<file path="config.mk">
export PLATFORM = sky130hd
export DESIGN_NAME = mmu_operand_feeder
export DESIGN_NICKNAME = d
export VERILOG_FILES = /design/src/rtl/mmu_operand_feeder.sv
export SDC_FILE = /design/constraint.sdc
export NUM_CORES = 1
export LEC_CHECK = 0
export BUFFER_PORTS_ARGS = -buffer_cell sky130_fd_sc_hd__buf_4
export CELL_PAD_IN_SITES_DETAIL_PLACEMENT = 0
export CELL_PAD_IN_SITES_GLOBAL_PLACEMENT = 1
export CORE_UTILIZATION = 47
export DETAILED_ROUTE_END_ITERATION = 10
export GPL_ROUTABILITY_DRIVEN = 1
export PLACE_DENSITY = 0.77
export SYNTH_ARGS = -nofsm -noshare
export SYNTH_HDL_FRONTEND = slang
export SYNTH_SLANG_ARGS = --single-unit
</file>
<file path="constraint.sdc">
create_clock -name clk -period 3.9 [get_ports clk]
set_input_delay 0.585 -clock clk [delete_from_list [all_inputs] [get_ports clk]]
set_output_delay 0.585 -clock clk [all_outputs]
set_load 0.02 [all_outputs]
</file>
<file path="src/rtl/mmu_operand_feeder.sv">
// Operand feeder for the 2x2 systolic matrix multiplier: stores A/B and streams them diagonally skewed.
// Optional macro MMU_FEEDER_TRANSPOSE_B_EN: B writes land transposed (host loads B column-major).
module mmu_operand_feeder #(
  parameter int DATA_W       = 8,
  parameter int DRAIN_CYCLES = 4
) (
  input  logic                   clk,
  input  logic                   rst,
  input  logic                   wr_en,
  input  logic                   wr_sel,
  input  logic [1:0]             wr_addr,
  input  logic [DATA_W-1:0]      wr_data,
  input  logic                   start,
  output logic                   busy,
  output logic                   done,
  output logic [1:0][DATA_W-1:0] a_out,
  output logic [1:0][DATA_W-1:0] b_out,
  output logic                   valid_out
);

  typedef enum logic [1:0] {IDLE, STREAM, FLUSH, DONE} state_t;

  state_t                  state, state_nxt;
  logic [3:0]              cnt, cnt_nxt;
  logic [DATA_W-1:0]       mat_a [4];
  logic [DATA_W-1:0]       mat_b [4];
  logic [DATA_W-1:0]       mat_a_nxt [4];
  logic [DATA_W-1:0]       mat_b_nxt [4];
  logic [1:0][DATA_W-1:0]  a_nxt, b_nxt;
  logic [1:0]              b_idx;

`ifdef MMU_FEEDER_TRANSPOSE_B_EN
  assign b_idx = {wr_addr[0], wr_addr[1]};
`else
  assign b_idx = wr_addr;
`endif

  assign busy      = (state == STREAM) || (state == FLUSH);
  assign done      = (state == DONE);
  assign valid_out = (state == STREAM);

  // Storage is indexed row*2+col; a write in the start cycle must feed step 0, hence the _nxt view.
  always_comb begin
    mat_a_nxt = mat_a;
    mat_b_nxt = mat_b;
    if (wr_en && !busy) begin
      if (wr_sel) mat_b_nxt[b_idx]   = wr_data;
      else        mat_a_nxt[wr_addr] = wr_data;
    end
  end

  always_ff @(posedge clk or posedge rst) begin
    if (rst) begin
      for (int i = 0; i < 4; i++) begin
        mat_a[i] <= '0;
        mat_b[i] <= '0;
      end
    end else begin
      mat_a <= mat_a_nxt;
      mat_b <= mat_b_nxt;
    end
  end

  // Operand lanes are computed one step ahead so a_out/b_out come straight from flops.
  always_comb begin
    state_nxt = state;
    cnt_nxt   = cnt;
    a_nxt     = '0;
    b_nxt     = '0;
    case (state)
      IDLE: begin
        if (start) begin
          state_nxt = STREAM;
          cnt_nxt   = 4'd0;
          a_nxt[0]  = mat_a_nxt[0];
          b_nxt[0]  = mat_b_nxt[0];
        end
      end
      STREAM: begin
        if (cnt == 4'd2) begin
          state_nxt = FLUSH;
          cnt_nxt   = 4'd0;
        end else begin
          cnt_nxt = cnt + 4'd1;
          if (cnt == 4'd0) begin
            a_nxt[0] = mat_a[1];
            a_nxt[1] = mat_a[2];
            b_nxt[0] = mat_b[2];
            b_nxt[1] = mat_b[1];
          end else begin
            a_nxt[1] = mat_a[3];
            b_nxt[1] = mat_b[3];
          end
        end
      end
      FLUSH: begin
        if (cnt == 4'(DRAIN_CYCLES - 1)) begin
          state_nxt = DONE;
          cnt_nxt   = 4'd0;
        end else begin
          cnt_nxt = cnt + 4'd1;
        end
      end
      DONE:    state_nxt = IDLE;
      default: state_nxt = IDLE;
    endcase
  end

  always_ff @(posedge clk or posedge rst) begin
    if (rst) begin
      state <= IDLE;
      cnt   <= 4'd0;
      a_out <= '0;
      b_out <= '0;
    end else begin
      state <= state_nxt;
      cnt   <= cnt_nxt;
      a_out <= a_nxt;
      b_out <= b_nxt;
    end
  end

endmodule

</file>
==> results of run 1 <==
-- area by class of cell --
type | count | area [um^2] | share of cell area
Tap cell | 105 | 131.4 | 0.02748
Multi-Input combinational cell | 180 | 1491 | 0.3120
Sequential cell | 102 | 2552 | 0.5339
Clock buffer | 12 | 145.1 | 0.03036
Inverter | 6 | 25.02 | 0.005234
Timing Repair Buffer | 52 | 390.4 | 0.08165
Clock inverter | 3 | 45.04 | 0.009422
-- cell usage in the layout, fill, tap and decap left out, types with 4 or more instances in the layout --
cell and instances:
a21oi_1 18, a32o_1 16, buf_4 52, clkbuf_8 10, dfrtp_1 102, ha_1 8
inv_1 5, mux2_2 56, mux2_4 8, nand2_1 40, nor2_1 4, o21ai_0 5
-- Yosys cell counts (all sizes together) --
master / instances / area, um^2
or3b: 2 / 17.52
nor3b: 2 / 25.02
buf: 5 / 33.78
a32o: 16 / 160.2
a22o: 1 / 8.760
ha: 8 / 100.1
nor3: 3 / 20.02
o31ai: 1 / 7.510
nand3b: 1 / 7.510
mux2: 64 / 750.7
nand3: 2 / 10.01
inv: 6 / 22.52
dfrtp: 102 / 2552
nor2: 6 / 27.52
mux2i: 1 / 10.01
o21ai: 5 / 25.02
a32oi: 1 / 8.760
nand2b: 4 / 32.53
clkbuf: 7 / 26.28
nor2b: 1 / 6.260
and2: 2 / 12.51
nand2: 41 / 156.4
a221oi: 1 / 15.01
a21oi: 18 / 90.09
-- worst max-delay path by stage --
stage	startpoint	end	slack, ns	depth (start not counted)
detailed placement	state[1]	b_out[2]	1.61	6
finish	state[1]	b_out[3]	1.59	6
floorplan	rst	async pin	0.64	1
CTS	state[1]	b_out[3]	1.58	6
global placement	state[0]	b_out[5]	1.66	6
global route	state[1]	b_out[3]	1.47	6
-- metal layers --
metal,vias to the layer above,part of all wire
li1,1157,-
met1,1311,0.47
met2,55,0.48
met3,9,0.042
met4,0,0.013
met5,-,0
-- report_power, final --
group	internal, mW	switching, mW	total [mW]
logic	0.717	0.846	1.56
clock network	0.312	0.346	0.658
registers	1.54	0.206	1.75
total	2.57	1.40	3.97
-- per-stage QoR --
stage / power [mW] / utilization
after CTS: 3.999 / 0.5732
after floorplan: 2.824 / -
final: 3.968 / 0.5732
after global routing: 4.240 / 0.5732
after global placement: 3.301 / 0.5504
after detailed placement: 3.344 / 0.5504
-- cells by family (layout without fill, tap and decap cells) --
family | Yosys count | count (layout)
flops | 102 | 102
mux | 65 | 65
simple gates | 64 | 64
compound gates | 43 | 43
buf+inv | 18 | 73
fa+ha+maj | 8 | 8
-- worst max-delay path: cells and delay by family (launching register included) --
| kind | cells | cell delay (ns) |
|---|---|---|
| muxes | 1 | 0.36 |
| adders and majority gates | 1 | 0.40 |
| and+or+nand+nor | 2 | 0.68 |
| buffers and inverters | 1 | 0.10 |
| DFF | 1 | 0.39 |
| AOI/OAI and AO/OA | 1 | 0.27 |
==> impl_results.md, run 1 <==
- Global-route wire length before repair: 13.79 mm
- Grt met1 use: 0.2884
- CORE AREA: 8341 um^2
- Global Route Usage Sum: 0.2061
- CTS Hold Bufs: 0
- Peak VDD IR: 0.4151 mV
- Gate Count Post-Synth: 300
- Final clock skew: 0.01019 ns
- Gp weighted congestion: 0.7012
- Post-CTS Setup Bufs: 0
- Reg2reg path depth: 6
- Worst-margin pin slew: 0.8424 ns
- Largest family of logic cells by synthesized area: multiplexers
- Die ar.: 9158 um^2
- Reg-to-reg endpoint: b_out[3]
- Initial antenna violation count: 0
- Power Dens Cells: 830.1 nW/um^2
- Worst r2r src: state[1]
- CP max-delay cell: nand2b_1
- TritonRoute pass-1 iters: 4
- Setup crit end kind: register
- Compound-Gate Fraction of Synth Area: 0.07641
- Final Cell Area: 4781 um^2
- Max_cap viols: 0
- Clk root buf: clkbuf_8
- Synthesized flop and latch total: 102
- Die Wd: 95.70 um
- IO buf count: 49
- Setup TNS: 0 ns
- Sequential area share after synthesis: 0.6186
- Minimum clock period: 2.315 ns
- Pin count of the biggest net entering global routing: 41
- Starting density of the core: 0.4947
- DP Cell Count: 445
- Vias in the first global route: 2609
- Die Y: 95.70 um
- Leakage: 2.240 nW
- Ys Warns: 0
- Kind of critical path: register to register
- Final hold slack: 0.1920 ns
- CTS H-tree depth: 3
- Max Freq: 432.0 MHz
- Endpoints failing setup: 0
- Syn Area/Cell: 13.75 um^2
- Dpl hpwl: 5.259 mm
- Mux contribution to synthesized area: 0.1844
- Critical path fanouts, max: 8
- CP cell instances: inv_1 -> ha_1 -> nand2b_4 -> nand2b_1 -> mux2_4 -> a32o_1
- Cts repair resizes: 0
- Synth Area in Simple Gates: 0.07641
- Via/cell ratio: 5.504
- Largest stage delay on the critical path: 0.49 ns
- RSZ-0062 raised after global routing: no
- Most used routing layer: met2
- Iter 0 DRT Violations: 124
- Hold Crit Class: primary input to async pin
- DRC violations left: 0
- Total grt overflow: 0
- Final Slew Violations: 0
- Clock Sinks: 102
- TritonCTS clock tree: yes
- Xor/xnor share of the synthesized area: 0
- Clk_lat worst skew: 0.36 ns
- Placement Setup Slack: 1.607 ns
- GRT met3 Usage: 0.03870
- Layout cells sized above 1: 0.3887
- Worst EP arrival: 2.56 ns
- R2R Setup Slk: 1.59 ns
- Slew margin rel.: 0.4384
- Placed Area: 4591 um^2
- Hold Violations, Final: 0
- Post-synthesis adder-cell area fraction: 0.02426
- Antenna Cells: 0
- Startpoint Class: register
- Post-synthesis cell type count: 31
- Post-Layout Cell Count: 460
- Fin nets: 374
- Status: complete, no violations
- M2 GR Usage: 0.3179
- Total wire length: 8.245 mm
- Core Rows: 33
- Min setup slack post-route: 1.585 ns
- Via count: 2532
- Tcrit/Tclk final: 0.5936
- DR WL/cell: 17.92 um
- Area Growth Syn to Fin: 15.86%
- CTS buffer count: 9
- Synth Cell Area: 4126 um^2
- Final ANT Viol Nets: 0
- FILL cells: 684
- Num ports: 50
- CP Data Required Time: 4.14 ns
- Syn_nets: 323
- Clock transition at path regs: 0.10 ns
- Clk buf depth: 2
(Power assumes the default switching activity.)
==> run 2: changes to the inputs <==
- ABC_AREA: unset -> 1
- CORE_UTILIZATION: 47 -> 40
- PLACE_DENSITY: 0.77 -> 0.74
- clock period: 3.9 -> 1.9 ns (I/O delays scaled with it)
==> run 2 against run 1 <==
Net effect: worst hold slack got worse by 0.16 ns; non-clock buffer count increased by 15; cell count increased by 42%; routed wire length increased by 13%; utilization decreased by 8.3 points; global-route usage decreased by 2.0 points; total power increased by 110%; synthesized cell count increased by 50%; register-to-register slack got worse by 1.5 ns; area after synthesis increased by 1.9%.
==> impl_results.md, run 2 <==
- Core Rows: 37
- Cts repair resizes: 0
- R2R Setup Slk: 0.11 ns
- Worst EP arrival: 2.04 ns
- Psw: 3.140 mW
- Num ports: 50
- CTS Hold Bufs: 0
- Max_cap viols: 0
- Layout cells sized above 1: 0.1864
- Die Wd: 104.5 um
- Count leader, synth: dfrtp_1
- Final clock skew: 0.01139 ns
- Leading area contributor after synthesis: dfrtp_1
- CP Data Required Time: 2.15 ns
- Logic gate share of total power: 0.398
- Endpoints failing setup: 0
- Synthesized flop and latch total: 102
- Via count: 3192
- Syn_nets: 472
- Ys Warns: 0
- Post-CTS Setup Bufs: 0
- Fin nets: 533
- Tcrit/Tclk final: 0.9403
- RSZ-0062 raised after global routing: no
- Startpoint Class: register
- Clk_lat worst skew: 0.36 ns
- Top_reg_cell synth: dfrtp_1
- DR WL/cell: 14.31 um
- Vias in the first global route: 3024
- Leakage: 2.533 nW
- Slew margin rel.: 0.6073
- Reg2reg path depth: 9
- Die Y: 104.5 um
- Via/cell ratio: 4.903
- Clock Sinks: 102
- Clk buf depth: 2
- Final Slew Violations: 0
- Clock Power Share: 0.173
- CORE AREA: 10280 um^2
- Synth Cell Area: 4205 um^2
- Post-synthesis cell type count: 23
- IO buf count: 49
- Post-synth top cells: 102 x dfrtp_1, 82 x nand2_1, 53 x nand3_1
- CTS buffer count: 9
- Hold Crit Class: primary input to async pin
- CTS H-tree depth: 3
- Syn Area/Cell: 9.366 um^2
- Total grt overflow: 0
- TritonRoute pass-1 iters: 4
- Synth area leaders: dfrtp_1 61%, nand2_1 7.3%, nand3_1 6.3%, o21ai_0 5.2%, inv_1 3.7%
- Critical path fanouts, max: 8
- Die ar.: 10930 um^2
- Reg-to-reg endpoint: mat_b[24]
- Sequential area share after synthesis: 0.6070
- Post-synth EDFFs: 0
- Post-synthesis async set-or-reset flop share: 1.000
- Status: complete, no violations
- Power Internal: 5.036 mW
- Iter 0 DRT Violations: 173
- Pin count of the biggest net entering global routing: 103
- Final ANT Viol Nets: 0
- Initial antenna violation count: 0
- Fraction of power consumed by sequential logic: 0.429
- Worst-margin pin slew: 0.5890 ns
- Clock transition at path regs: 0.10 ns
- Max Freq: 559.7 MHz
- Total wire length: 9.313 mm
- DRC violations left: 0
- Setup TNS: 0 ns
- Setup crit end kind: register
- Global-route wire length before repair: 15.72 mm
- Top cell type's share of synthesized area: 0.6070
- Most frequent cells in the layout: 102 x dfrtp_1, 80 x nand2_1, 65 x buf_4
- Antenna Cells: 0
- Leading cell type in the layout, fill and taps excluded: dfrtp_1
- Minimum clock period: 1.787 ns
- Hold Violations, Final: 0
- Switching share of power: 0.3840
- Worst r2r src: state[1]
- Dpl hpwl: 5.972 mm
- Area Growth Syn to Fin: 19.73%
- Starting density of the core: 0.4092
- Peak VDD IR: 0.5468 mV
- Kind of critical path: register to register
- Utilization after layout: 0.4899
- Power Dens Cells: 1624 nW/um^2
- Gate Count Post-Synth: 449
- Global Route Usage Sum: 0.1860
- TritonCTS clock tree: yes
- Clk root buf: clkbuf_8
- Gp weighted congestion: 0.7371
-- run 2: how the worst max path moves through the flow --
stage / start / end / slack, ns / cells after the start
after global placement: state[1] / mat_b[30] / 0.11 / 9
after floorplan: state[0] / mat_b[24] / 0.11 / 8
after detailed placement: state[1] / mat_b[26] / 0.05 / 9
after CTS: state[1] / mat_b[24] / 0.01 / 9
final: state[1] / mat_b[24] / 0.11 / 9
after global routing: state[1] / mat_b[24] / 0.004 / 9
-- run 2: cells by family after synthesis --
group                    count (synthesis)  synth area share
buffers and inverters                   62           0.06189
adder cells (fa/ha/maj)                  8           0.02380
XOR/XNOR                                 1          0.002083
AO/OA/AOI/OAI                           74           0.08807
AND/OR/NAND/NOR                        202            0.2172
flip-flops                             102            0.6070
-- run 2: power groups by stage --
stage | clock, mW | combinational [mW] | sequential [mW]
floorplan | 0 | 1.85 | 3.77
global placement | 0 | 3.20 | 3.52
detailed placement | 0 | 3.25 | 3.54
CTS | 1.46 | 3.26 | 3.51
global route | 1.54 | 3.67 | 3.62
finish | 1.42 | 3.26 | 3.50
-- run 2: cell type report --
cell class                      count  area (um^2)
Clock inverter                      7        77.57
Multi-Input combinational cell    285         1410
Timing Repair Buffer               67        528.0
Clock buffer                        9        123.9
Tap cell                          136        170.2
Inverter                           45        172.7
Fill cell                        1025         5243
Sequential cell                   102         2552
-- run 2: metrics by stage --
stage | setup WS, ns | instances | hold WS, ns | power (mW) | area, um^2
after CTS | 0.01498 | 651 | 0.09864 | 8.234 | 5017
final | 0.1134 | 651 | 0.03046 | 8.176 | 5035
after global routing | 0.003723 | 651 | 0.1148 | 8.827 | 5035
after global placement | 0.1076 | 635 | 0.4669 | 6.723 | 4816
after detailed placement | 0.04932 | 635 | 0.4740 | 6.791 | 4816
after floorplan | 0.1130 | 449 | 0.4060 | 5.620 | 4209
-- run 2: layer usage --
metal | vias up | global-route usage | wire length, um
met5 | - | 0 | 0
met4 | 0 | 0.06224 | 108
met3 | 10 | 0.02870 | 573
met2 | 89 | 0.2838 | 4223
met1 | 1533 | 0.2711 | 4408
li1 | 1560 | - | -
-- run 2: critical path: stages (launching register included) --
cell      delay, ns
dfrtp_1        0.40
inv_1          0.10
ha_1           0.32
inv_2          0.07
buf_4          0.13
nand3_4        0.10
clkinv_1       0.08
buf_4          0.16
nand3_1        0.12
and2_1         0.19
==> run 3: changes to the inputs <==
- CORE_ASPECT_RATIO: unset -> 2
==> run 3 against run 2 <==
Net effect: clock skew down 0.0068 ns; design area up 2.1%; routed wire length up 0.26%; non-clock buffer count decreased by 1; fmax fell by 1.6%; sequential share of layout area down 1.1 points; combinational power is 3% lower; critical path type unchanged; largest cell class unchanged.
==> impl_results.md, run 3 (synthesis gave the netlist of run 2 again) <==
- Status: complete, no violations
- Clk buf depth: 2
- Power Internal: 5.542 mW
- DR WL/cell: 14.39 um
- IO buf count: 49
- Switching share of power: 0.3598
- Utilization after layout: 0.5067
- TritonRoute pass-1 iters: 4
- Post-Layout Cell Count: 649
- Setup crit end kind: register
- Initial antenna violation count: 0
- Die Y: 147.0 um
- Minimum clock period: 1.816 ns
- Logic gate share of total power: 0.365
- Worst EP arrival: 2.05 ns
- Global Route Usage Sum: 0.1928
- Total wire length: 9.337 mm
- Startpoint Class: register
- Leading cell type in the layout, fill and taps excluded: dfrtp_1
- RSZ-0062 raised after global routing: yes
- Num ports: 50
- Clock transition at path regs: 0.07 ns
- CP Data Required Time: 2.14 ns
- Layout cells sized above 1: 0.1790
- Fin nets: 532
- Tot Pwr: 8.656 mW
- Clk root buf: clkbuf_16
- Clk_lat worst skew: 0.34 ns
- DRC violations left: 0
- Dpl hpwl: 6.626 mm
- Fraction of power consumed by sequential logic: 0.406
- TritonCTS clock tree: yes
- FILL cells: 1022
- Psw: 3.115 mW
- Final Cell Area: 5142 um^2
- Placement Setup Slack: 0.08021 ns
- Vias in the first global route: 3229
- Hold Violations, Final: 0
- Starting density of the core: 0.4143
- Peak VDD IR: 0.9731 mV
- DP Cell Count: 632
- Clock Sinks: 102
- Via/cell ratio: 4.858
- Tcrit/Tclk final: 0.9556
- Pin count of the biggest net entering global routing: 54
- Area Growth Syn to Fin: 22.28%
- Slew margin rel.: 0.6443
- Core Rows: 52
- Total grt overflow: 0
- Worst-margin pin slew: 0.5279 ns
- Hold Crit Class: primary input to register
- Via count: 3153
- Global-route wire length before repair: 15.75 mm
- Antenna Cells: 0
- Final Slew Violations: 0
- Die ar.: 10950 um^2
- Die Wd: 74.50 um
- CTS H-tree depth: 3
- Reg2reg path depth: 8
- Gp weighted congestion: 0.8039
- Final clock skew: 0.004569 ns
- Critical path fanouts, max: 9
- Endpoints failing setup: 0
- Hold depth: 3
- Leakage: 2.594 nW
- Final ANT Viol Nets: 0
- Iter 0 DRT Violations: 154
- Max_cap viols: 0
- CORE AREA: 10150 um^2
- Kind of critical path: register to register
- Clock Power Share: 0.229
- Most frequent cells in the layout: 102 x dfrtp_1, 81 x nand2_1, 63 x buf_4
- Post-CTS Setup Bufs: 0
- Power Dens Cells: 1683 nW/um^2
- Min setup slack post-route: 0.08431 ns
- Placed Area: 4800 um^2
- CTS buffer count: 9
- Max Freq: 550.8 MHz
==> run 3: cell count changes in the layout (fill, tap and decap cells not counted), sizes merged <==
| cell | delta |
|---|---|
| clkinv | +2 |
| dlygate4sd3 | +1 |
| bufinv | +1 |
| buf | -2 |
| inv | -4 |
| clkbuf | +2 |
| clkinvlp | -1 |
==> run 3: area by class of cell <==
class / count / area (um^2) / area share
Inverter: 45 / 172.7 / 0.03358
Clock inverter: 5 / 82.58 / 0.01606
Tap cell: 135 / 168.9 / 0.03285
Sequential cell: 102 / 2552 / 0.4964
Timing Repair Buffer: 66 / 523.0 / 0.1017
Multi-Input combinational cell: 285 / 1400 / 0.2723
Clock buffer: 11 / 242.7 / 0.04720
==> run 3: path summary, 6_finish.rpt <==
check | from | to | slack [ns]
setup / recovery | state[0] | mat_a[29] | 0.08
hold / removal | wr_data[0] | register | 0.16
setup reg to reg | state[0] | mat_a[29] | 0.08
hold reg to reg | register | register | 0.49
max in group asynchronous | rst | b_out[8] | 0.85
min in group asynchronous | rst | b_out[0] | 0.48
==> run 3: metal layers <==
layer  wire (um)  GRT usage  share of wire  vias to the layer above
met1        3863     0.2334           0.41                     1505
met5           0          0              0                        -
li1            -          -              -                     1563
met2        4780     0.3158           0.51                       63
met3         306    0.03772          0.033                       22
met4         387     0.1009          0.041                        0
==> run 3: stage by stage <==
step                hold slack [ns]  setup TNS (ns)
floorplan                    0.4060               0
global placement             0.2813               0
detailed placement           0.2940               0
CTS                          0.1555               0
global route                 0.1791        -0.01221
finish                       0.1603               0
==> run 3: repair_timing <==
action,4_1_cts,5_1_grt
hold endpoints to repair,13,0
endpoints found under the setup margin,0,15
resized for setup,0,2
hold buffers,1,0
==> run 3: worst max-delay path: stages, from the launching register on <==
cell and delay (ns):
dfrtp_1 0.39, inv_1 0.10, ha_1 0.34, inv_2 0.11, nand2_1 0.07, nor2_2 0.16
buf_4 0.20, nand3_1 0.14, and2_1 0.20
==> run 3: power groups by stage <==
| stage | clock network, mW | logic [mW] | registers, mW |
|---|---|---|---|
| 6_report | 1.99 | 3.16 | 3.51 |
| 5_1_grt | 2.10 | 3.57 | 3.62 |
| 4_1_cts | 2.04 | 3.20 | 3.51 |
| 3_5_place_dp | 0 | 3.17 | 3.55 |
| 3_3_place_gp | 0 | 3.09 | 3.52 |
| 2_1_floorplan | 0 | 1.85 | 3.77 |
